$ cat src/rtl/dmem_arbiter_pkg.sv
// dmem_arbiter_pkg: shared data-memory map constants plus the arbiter's state and owner-tag encodings.
// MEM_DEPTH is the RAM word-address width; the RAM index is addr[MEM_DEPTH+1:2].
package dmem_arbiter_pkg;
  localparam int MEM_DEPTH = 10;
  localparam logic [31:0] DMEM_BASE = 32'h0000_0000;
  localparam logic [31:0] DMEM_SIZE = 32'h1 << (MEM_DEPTH + 2);
  typedef enum logic {ARB_CPU_PRI, ARB_DMA_FORCE} arb_state_t;
  typedef enum logic {OWN_CPU, OWN_DMA} own_t;
endpackage

$ cat src/rtl/dmem_arbiter_streak_ctr.sv
// arb_streak_ctr: saturating count of CPU grants won while DMA waits, flagging when DMA must be forced.
// Ports: clk, rst_n (async active-low), inc (CPU won while DMA waited), clr (streak broken),
//        force_dma (the count reaches MAX_STREAK at the coming edge).
module arb_streak_ctr #(
  parameter int MAX_STREAK = 4
) (
  input  logic clk,
  input  logic rst_n,
  input  logic inc,
  input  logic clr,
  output logic force_dma
);
  import dmem_arbiter_pkg::*;
  localparam int W = $clog2(MAX_STREAK + 1);
  logic [W-1:0] cnt, cnt_nxt;
  always_comb cnt_nxt = clr ? '0 : (inc && cnt != W'(MAX_STREAK)) ? cnt + 1'b1 : cnt;
  assign force_dma = cnt_nxt == W'(MAX_STREAK);
  always_ff @(posedge clk or negedge rst_n)
    if (!rst_n) cnt <= '0;
    else cnt <= cnt_nxt;
endmodule

$ cat src/rtl/dmem_arbiter.sv
// dmem_arbiter: shares the single-port data RAM between the CPU load/store port and the DMA engine.
// Ports: clk, rst_n (async active-low); per requester req/we/addr/wdata in, gnt (combinational),
//        rvalid and rdata out; ram_we/ram_addr/ram_din to the RAM and ram_dout back (1-cycle latency).
module dmem_arbiter #(
  parameter int MEM_DEPTH  = dmem_arbiter_pkg::MEM_DEPTH,
  parameter int DATA_W     = 32,
  parameter int MAX_STREAK = 4
) (
  input  logic                 clk,
  input  logic                 rst_n,
  input  logic                 cpu_req,
  input  logic                 cpu_we,
  input  logic [31:0]          cpu_addr,
  input  logic [DATA_W-1:0]    cpu_wdata,
  output logic                 cpu_gnt,
  output logic                 cpu_rvalid,
  output logic [DATA_W-1:0]    cpu_rdata,
  input  logic                 dma_req,
  input  logic                 dma_we,
  input  logic [31:0]          dma_addr,
  input  logic [DATA_W-1:0]    dma_wdata,
  output logic                 dma_gnt,
  output logic                 dma_rvalid,
  output logic [DATA_W-1:0]    dma_rdata,
  output logic                 ram_we,
  output logic [MEM_DEPTH-1:0] ram_addr,
  output logic [DATA_W-1:0]    ram_din,
  input  logic [DATA_W-1:0]    ram_dout
);
  import dmem_arbiter_pkg::*;
  arb_state_t state, state_nxt;
  own_t tag_own;
  logic tag_v, cpu_win, force_dma;
  // Byte offset and bits above the RAM index are deliberately ignored (word-aligned, aliased).
  logic unused_addr;
  assign unused_addr = ^{cpu_addr[31:MEM_DEPTH+2], cpu_addr[1:0], dma_addr[31:MEM_DEPTH+2], dma_addr[1:0]};
  // Grants are gated by rst_n so nothing reaches the RAM while reset is held.
  always_comb begin
    cpu_win = state == ARB_CPU_PRI ? cpu_req : cpu_req && !dma_req;
    cpu_gnt = rst_n && cpu_win;
    dma_gnt = rst_n && dma_req && !cpu_win;
    // DMA_FORCE always lasts one cycle: DMA is either granted or has dropped its request.
    state_nxt = (state == ARB_CPU_PRI && force_dma) ? ARB_DMA_FORCE : ARB_CPU_PRI;
  end
  arb_streak_ctr #(.MAX_STREAK(MAX_STREAK)) u_streak (
    .clk      (clk),
    .rst_n    (rst_n),
    .inc      (cpu_gnt && dma_req),
    .clr      (state != ARB_CPU_PRI || dma_gnt || !dma_req),
    .force_dma(force_dma)
  );
  assign ram_we   = cpu_gnt ? cpu_we : dma_gnt && dma_we;
  assign ram_addr = cpu_gnt ? cpu_addr[MEM_DEPTH+1:2] : dma_gnt ? dma_addr[MEM_DEPTH+1:2] : '0;
  assign ram_din  = cpu_gnt ? cpu_wdata : dma_gnt ? dma_wdata : '0;
  assign cpu_rdata  = ram_dout;
  assign dma_rdata  = ram_dout;
  assign cpu_rvalid = tag_v && tag_own == OWN_CPU;
  assign dma_rvalid = tag_v && tag_own == OWN_DMA;
  always_ff @(posedge clk or negedge rst_n)
    if (!rst_n) begin
      state   <= ARB_CPU_PRI;
      tag_v   <= 1'b0;
      tag_own <= OWN_CPU;
    end else begin
      state   <= state_nxt;
      tag_v   <= (cpu_gnt && !cpu_we) || (dma_gnt && !dma_we);
      tag_own <= cpu_gnt ? OWN_CPU : OWN_DMA;
    end
endmodule

$ cat config.mk
export PLATFORM = sky130hd
export DESIGN_NAME = dmem_arbiter
export DESIGN_NICKNAME = d
export VERILOG_FILES = /design/src/rtl/dmem_arbiter_pkg.sv /design/src/rtl/dmem_arbiter_streak_ctr.sv /design/src/rtl/dmem_arbiter.sv
export SDC_FILE = /design/constraint.sdc
export NUM_CORES = 1
export LEC_CHECK = 0
export BUFFER_PORTS_ARGS = -buffer_cell sky130_fd_sc_hd__buf_2
export CORE_AREA = 2 2 107 109
export DETAILED_ROUTE_END_ITERATION = 6
export DIE_AREA = 0 0 109 111
export GPL_TIMING_DRIVEN = 0
export PLACE_DENSITY = 0.54
export SLEW_MARGIN = 25
export SYNTH_ARGS = -nofsm -noshare
export SYNTH_HDL_FRONTEND = slang
export SYNTH_SLANG_ARGS = --single-unit
export TNS_END_PERCENT = 20
$ cat constraint.sdc
create_clock -name clk -period 3.7 [get_ports clk]
set_clock_uncertainty 0.2 [all_clocks]
set_input_delay 1.11 -clock clk [delete_from_list [all_inputs] [get_ports clk]]
set_output_delay 1.11 -clock clk [all_outputs]
set_load 0.01 [all_outputs]
==> key figures, run 1 <==
Critical path
  • Startpoint class of the critical path: input port
  • Crit path kind: input port to output port
  • CP Max Fanout: 13
  • Worst R2R Path Depth: 5
  • Crit path required time: 2.39 ns
  • CP arrival: approximately 2.3 ns
  • Setup crit end kind: output port

Power
  • Max rail drop VDD: 0.173 mV
  • Final Power: around 500 uW
  • PD cells: 197 nW/um^2
  • Leakage: around 0.0015 uW

Clock network
  • Clock transition at path regs: 0.03 ns
  • Htree depth: 1
  • Hold-fix buffers, CTS: 0
  • Clock sink count: 6
  • Clk root buf: clkbuf_16
  • CTS Buffer Depth: 2
  • Worst skew pair latency: 0.23 ns
  • Inserted Clock Buffers: 3
  • CTS tree: built

STA
  • Max-slew violation count: 0
  • Post-route setup TNS: 0 ns
  • Max frequency: 279 MHz
  • RSZ-0062 raised after global routing: false
  • Post-layout minimum cycle time: approximately 3.6 ns
  • Least-Margin Pin Slew: ~0.36 ns
  • Worst rel slew slack: 0.762
  • Final period utilization: 0.967
  • Fin. Hold Viols: 0
  • Final setup viols: 0

Synth
  • Cell Area, Synth: ~1300 um^2
  • Synth top area share: 0.379
  • Main synth FF type: dfrtp_1
  • Cell taking the most area after synthesis: buf_4
  • Synth Instances: ~150
  • Count leader, synth: buf_4
  • Synth warnings: 0
  • Mean area per synthesized cell: between 8 and 9 um^2
  • Syn_nets: 320
  • Number of synthesized flops with an enable pin: 0
  • Seq/Total Area, Yosys: 0.117
  • Unique masters post-synth: 24
  • Synth top area cells: buf_4 (38%), a22o_1 (29%), dfrtp_1 (12%)
  • #FFs+latches synth: 6
  • Async set-reset flop share out of synthesis: 1.00
  • Top cells by count, synth: buf_4 (65), a22o_1 (43), dfrtp_1 (6), buf_6 (4), inv_2 (4)

Placed design
  • HPWL Detailed: 5.47 mm
  • Dpl cells: about 490
  • GP Congestion: around 0.66
  • PortBufs: around 200

Layout
  • Final cell count without fillers: approximately 500
  • Final core utilization: 0.234
  • # nets final: ~530
  • Area delta synth->final: 101%
  • Fillers: roughly 1200
  • # diodes: 0
  • Layout cells sized above 1: 0.804

Run
  • Max-cap violations: 0

Routing
  • DRC viols: 0
  • DR vias/cell: 3.68
  • Initial DRC count: 40
  • Avg WL per Cell: around 13 um
  • Vias: about 1800
  • Post-route antenna net violation count: 0
  • Initial DRT Pass Iterations: 4
  • Final Routed Wirelength: about 6.3 mm

GRT
  • First-pass GRT wire length: approximately 8.4 mm
  • Initial antenna violation count: 0
  • Total track usage: 0.0906
  • Largest net degree at the start of global routing: 14
  • GR Overflow Total: 0
  • Vias in the first global route: between 1500 and 2000

Floorplan
  • Chip width: about 110 um
  • Core area: about 11000 um^2
  • Cell Rows: 39
  • Initial Util: 0.116
  • Die height: roughly 110 um
  • Die area: 12100 um^2
  • # IOs: ~280

Run status
  • Outcome: complete, no violations

Worst hold path
  • Worst hold stages: 1
  • HP Class: flop to flop
==> metrics by stage <==
step | worst slack [ns] | cell area [um^2] | hold slack, ns
floorplan | 0.360 | 1290 | 0.296
global placement | -0.295 | 2460 | 0.325
detailed placement | -0.340 | 2460 | 0.322
CTS | 0.0797 | 2590 | 0.365
global route | 0.0195 | 2590 | 0.408
finish | 0.121 | 2590 | 0.392
==> routing by layer <==
metal,global-route usage,up-vias,share of wire
met5,0,-,0
met4,0.0111,0,0.00096
met3,0.0212,2,0.12
met2,0.186,126,0.52
met1,0.0915,817,0.36
li1,-,899,-
==> layout by cell type (no fill, tap or decap), types with 2 or more instances in the layout <==
| cell type | Yosys | routed |
|---|---|---|
| buf_2 | 3 | 200 |
| buf_4 | 65 | 69 |
| a22o_1 | 43 | 43 |
| dfrtp_1 | 6 | 6 |
| inv_2 | 4 | 4 |
| buf_6 | 4 | 4 |
| nand2_1 | 3 | 3 |
| inv_1 | 3 | 3 |
| a21oi_1 | 3 | 3 |
| clkbuf_16 | 0 | 3 |
| xnor2_1 | 2 | 2 |
| nand4_1 | 2 | 2 |
| ha_1 | 2 | 2 |
==> power breakdown <==
part | internal (uW) | switching, uW
Clock | 138 | 33.6
Combinational | 154 | 115
Sequential | 68.1 | 1.69
==> final timing paths <==
kind                                            from                   endpoint  slack, ns
max                                            rst_n                 ram_din[1]       0.12
min                                  state$_DFF_PN0_  u_streak.cnt[2]$_DFF_PN0_       0.39
max reg2reg                u_streak.cnt[0]$_DFF_PN0_            state$_DFF_PN0_       1.92
min reg2reg                          state$_DFF_PN0_  u_streak.cnt[2]$_DFF_PN0_       0.39
max in group asynchronous                      rst_n  u_streak.cnt[1]$_DFF_PN0_       2.63
min in group asynchronous                      rst_n  u_streak.cnt[0]$_DFF_PN0_       0.52
==> worst max-delay path, stage by stage <==
cell	delay [ns]
buf_4	0.18
nand2_1	0.13
a21oi_4	0.13
buf_4	0.14
buf_2	0.23
a22o_1	0.19
buf_2	0.14
==> what timing repair did <==
action                                  CTS  global route
pin swaps                                 1             0
buffers inserted                          4             0
resized for setup                         2             1
endpoints found under the setup margin   45             1
==> layout make-up <==
| class | instances | area, um^2 | share of cell area |
|---|---|---|---|
| buffer | 73 | 556 | 0.214 |
| clock buffer | 3 | 75.1 | 0.0289 |
| inverter | 7 | 26.3 | 0.0101 |
| multi-input combinational | 66 | 567 | 0.219 |
| sequential | 6 | 150 | 0.0579 |
| tap | 143 | 179 | 0.0690 |
| timing repair buffer | 203 | 1040 | 0.401 |
==> kinds of logic after synthesis <==
family                   Yosys count  synth area share
AND/OR/NAND/NOR                    9            0.0369
buffers and inverters             80             0.450
XOR/XNOR                           2            0.0136
AO/OA/AOI/OAI                     53             0.364
flip-flops                         6             0.117
adder cells (fa/ha/maj)            2            0.0194
==> flip-flops by register name, indices dropped and copies added (netlist names) <==
signal	count
state	1
tag_own	1
tag_v	1
u_streak.cnt	3
No activity file was read; power rests on OpenSTA's default activity.
==> inputs of run 2 (changes only) <==
--- a/config.mk
+++ b/config.mk
@@ -10,7 +10,8 @@
 export DETAILED_ROUTE_END_ITERATION = 6
 export DIE_AREA = 0 0 109 111
 export GPL_TIMING_DRIVEN = 0
-export PLACE_DENSITY = 0.54
+export HOLD_SLACK_MARGIN = 0.08
+export MAX_ROUTING_LAYER = met4
 export SLEW_MARGIN = 25
 export SYNTH_ARGS = -nofsm -noshare
 export SYNTH_HDL_FRONTEND = slang
==> run 2 against run 1 <==
Effect of this change:
- count of clock-buffer cells in the layout did not move
- register-to-register slack improved by 0.05 ns
- non-clock buffer count did not move
- routed wire length fell by 20%
- critical endpoint is now ram_addr[2]
==> key figures, run 2 (synthesis gave the netlist of run 1 again) <==
GRT
  • First-pass GRT wire length: 7.26 mm (was 8.45 mm)
  • Largest net degree at the start of global routing: 14 (unchanged)
  • Total track usage: 0.0747 (was 0.0906)
  • GR Overflow Total: 0 (unchanged)
  • Initial antenna violation count: 0 (unchanged)
  • Vias in the first global route: 1635 (was 1703)

Power
  • Combinational power share: 0.524 (was 0.527)
  • Leakage: 0.00154 uW (was 0.00155 uW)
  • Switching share of power: 0.286 (was 0.295)
  • PD cells: 195 nW/um^2 (was 197 nW/um^2)
  • Clock power share: 0.338 (was 0.337)
  • P_sw: 144 uW (was 151 uW)
  • Max rail drop VDD: 0.230 mV (was 0.173 mV)
  • P_int: 360 uW (was 361 uW)
  • Part of the power in registers: 0.138 (was 0.137)

Clock network
  • Clock transition at path regs: 0.03 ns (about the same)
  • CTS tree: built (unchanged)
  • Clk root buf: clkbuf_16 (unchanged)
  • CTS Buffer Depth: 2 (unchanged)
  • Htree depth: 1 (unchanged)
  • Hold-fix buffers, CTS: 0 (unchanged)
  • Worst skew pair latency: 0.22 ns (was 0.23 ns)
  • Clock sink count: 6 (unchanged)
  • Inserted Clock Buffers: 3 (unchanged)

Layout
  • Final core utilization: 0.233 (was 0.234)
  • Max FFs per register: 3 (unchanged)
  • Area delta synth->final: 101% (about the same)
  • # nets final: 528 (unchanged)
  • Final cell count without fillers: 501 (unchanged)
  • # diodes: 0 (unchanged)
  • Fillers: 1218 (was 1227)
  • Most frequent cells in the layout: buf_2 (198), buf_4 (71), a22o_1 (43) (was buf_2 (200), buf_4 (69), a22o_1 (43))
  • Largest reg by FF count: u_streak.cnt (unchanged)
  • Layout cells sized above 1: 0.804 (unchanged)
  • Commonest non-fill, non-tap cell in the layout: buf_2 (unchanged)

Floorplan
  • Core area: 11100 um^2 (unchanged)
  • Initial Util: 0.116 (unchanged)
  • Die height: 111 um (unchanged)
  • Die area: 12100 um^2 (unchanged)
  • Chip width: 109 um (unchanged)
  • # IOs: 277 (unchanged)
  • Cell Rows: 39 (unchanged)

Run status
  • Outcome: complete, no violations (unchanged)

Placed design
  • PortBufs: 199 (unchanged)
  • HPWL Detailed: 4.35 mm (was 5.47 mm)
  • Dpl cells: 494 (unchanged)
  • GP Congestion: 0.740 (was 0.664)

STA
  • Final setup viols: 0 (unchanged)
  • Worst rel slew slack: 0.774 (was 0.762)
  • Least-Margin Pin Slew: 0.338 ns (was 0.356 ns)
  • Fin. Hold Viols: 0 (unchanged)
  • Final period utilization: 0.967 (about the same)
  • Max frequency: 279 MHz (about the same)
  • Post-layout minimum cycle time: 3.58 ns (about the same)
  • Max-slew violation count: 0 (unchanged)
  • RSZ-0062 raised after global routing: false (unchanged)

Routing
  • DRC viols: 0 (unchanged)
  • Vias: 1808 (was 1844)
  • Initial DRT Pass Iterations: 4 (unchanged)
  • DR vias/cell: 3.61 (was 3.68)
  • Initial DRC count: 29 (was 40)
  • Post-route antenna net violation count: 0 (unchanged)
  • Final Routed Wirelength: 4.99 mm (was 6.27 mm)
  • Avg WL per Cell: 9.96 um (was 12.5 um)

Run
  • Max-cap violations: 0 (unchanged)

Critical path
  • Crit path kind: input port to output port (unchanged)
  • Crit path required time: 2.39 ns (about the same)
  • Startpoint class of the critical path: input port (unchanged)
  • CP arrival: 2.27 ns (about the same)
  • Setup crit end kind: output port (unchanged)
  • CP Max Fanout: 13 (unchanged)

Worst hold path
  • HP Class: flop to flop (unchanged)
## run 2: cell types whose count changed in the layout (fill, tap and decap cells not counted), sizes merged
cell and change:
clkbuf +1, buf -1
## run 2: power groups by stage
stage	Clock [uW]	Sequential (uW)	Combinational, uW
detailed placement	0	70.5	261
finish	170	69.7	264
floorplan	0	70.1	142
CTS	176	69.7	265
global placement	0	70.3	259
global route	180	69.9	287
## run 2: final timing paths
| path | cells past startpoint | start | to | slack, ns |
|---|---|---|---|---|
| max | 6 | rst_n | ram_addr[2] | 0.12 |
| min | 1 | state$_DFF_PN0_ | u_streak.cnt[2]$_DFF_PN0_ | 0.36 |
| max reg2reg | 5 | u_streak.cnt[0]$_DFF_PN0_ | state$_DFF_PN0_ | 1.97 |
| min reg2reg | 1 | state$_DFF_PN0_ | u_streak.cnt[2]$_DFF_PN0_ | 0.36 |
| max in group asynchronous | 1 | rst_n | u_streak.cnt[0]$_DFF_PN0_ | 2.60 |
| min in group asynchronous | 1 | rst_n | u_streak.cnt[1]$_DFF_PN0_ | 0.54 |
## run 2: repair_timing
item                       4_1_cts  5_1_grt
pin swaps                        1        0
setup endpoints to repair       38       38
buffers inserted                 3        1
resized for setup                1        6
## run 2: worst max-delay path, stage by stage
cell,delay (ns)
clkbuf_4,0.21
nand2_1,0.14
a21oi_4,0.24
clkbuf_4,0.25
a22o_1,0.18
buf_2,0.13
## run 2: stage by stage
stage          setup WS (ns)  power, uW  area, um^2  hold slack, ns  setup TNS [ns]
2_1_floorplan          0.360        213        1290           0.296               0
3_3_place_gp          -0.175        329        2460           0.316           -4.69
3_5_place_dp          -0.207        332        2460           0.322           -5.95
4_1_cts              -0.0179        510        2570           0.361         -0.0940
5_1_grt              0.00662        537        2590           0.402               0
6_report               0.121        504        2590           0.361               0
## run 2: area by class of cell
class / count / area [um^2] / share of cell area
multi-input cells: 66 / 567 / 0.219
clock buffers: 3 / 75.1 / 0.0290
flip-flops and latches: 6 / 150 / 0.0581
inverters: 7 / 26.3 / 0.0102
plain buffers: 73 / 561 / 0.217
repair buffers: 203 / 1030 / 0.398
well taps: 143 / 179 / 0.0692
## run 2: metal layers
metal / wire (um) / track usage / vias up
li1: - / - / 897
met1: 1920 / 0.0850 / 794
met2: 2590 / 0.140 / 113
met3: 453 / 0.00823 / 4
met4: 19 / 0.0120 / 0
met5: 0 / - / -
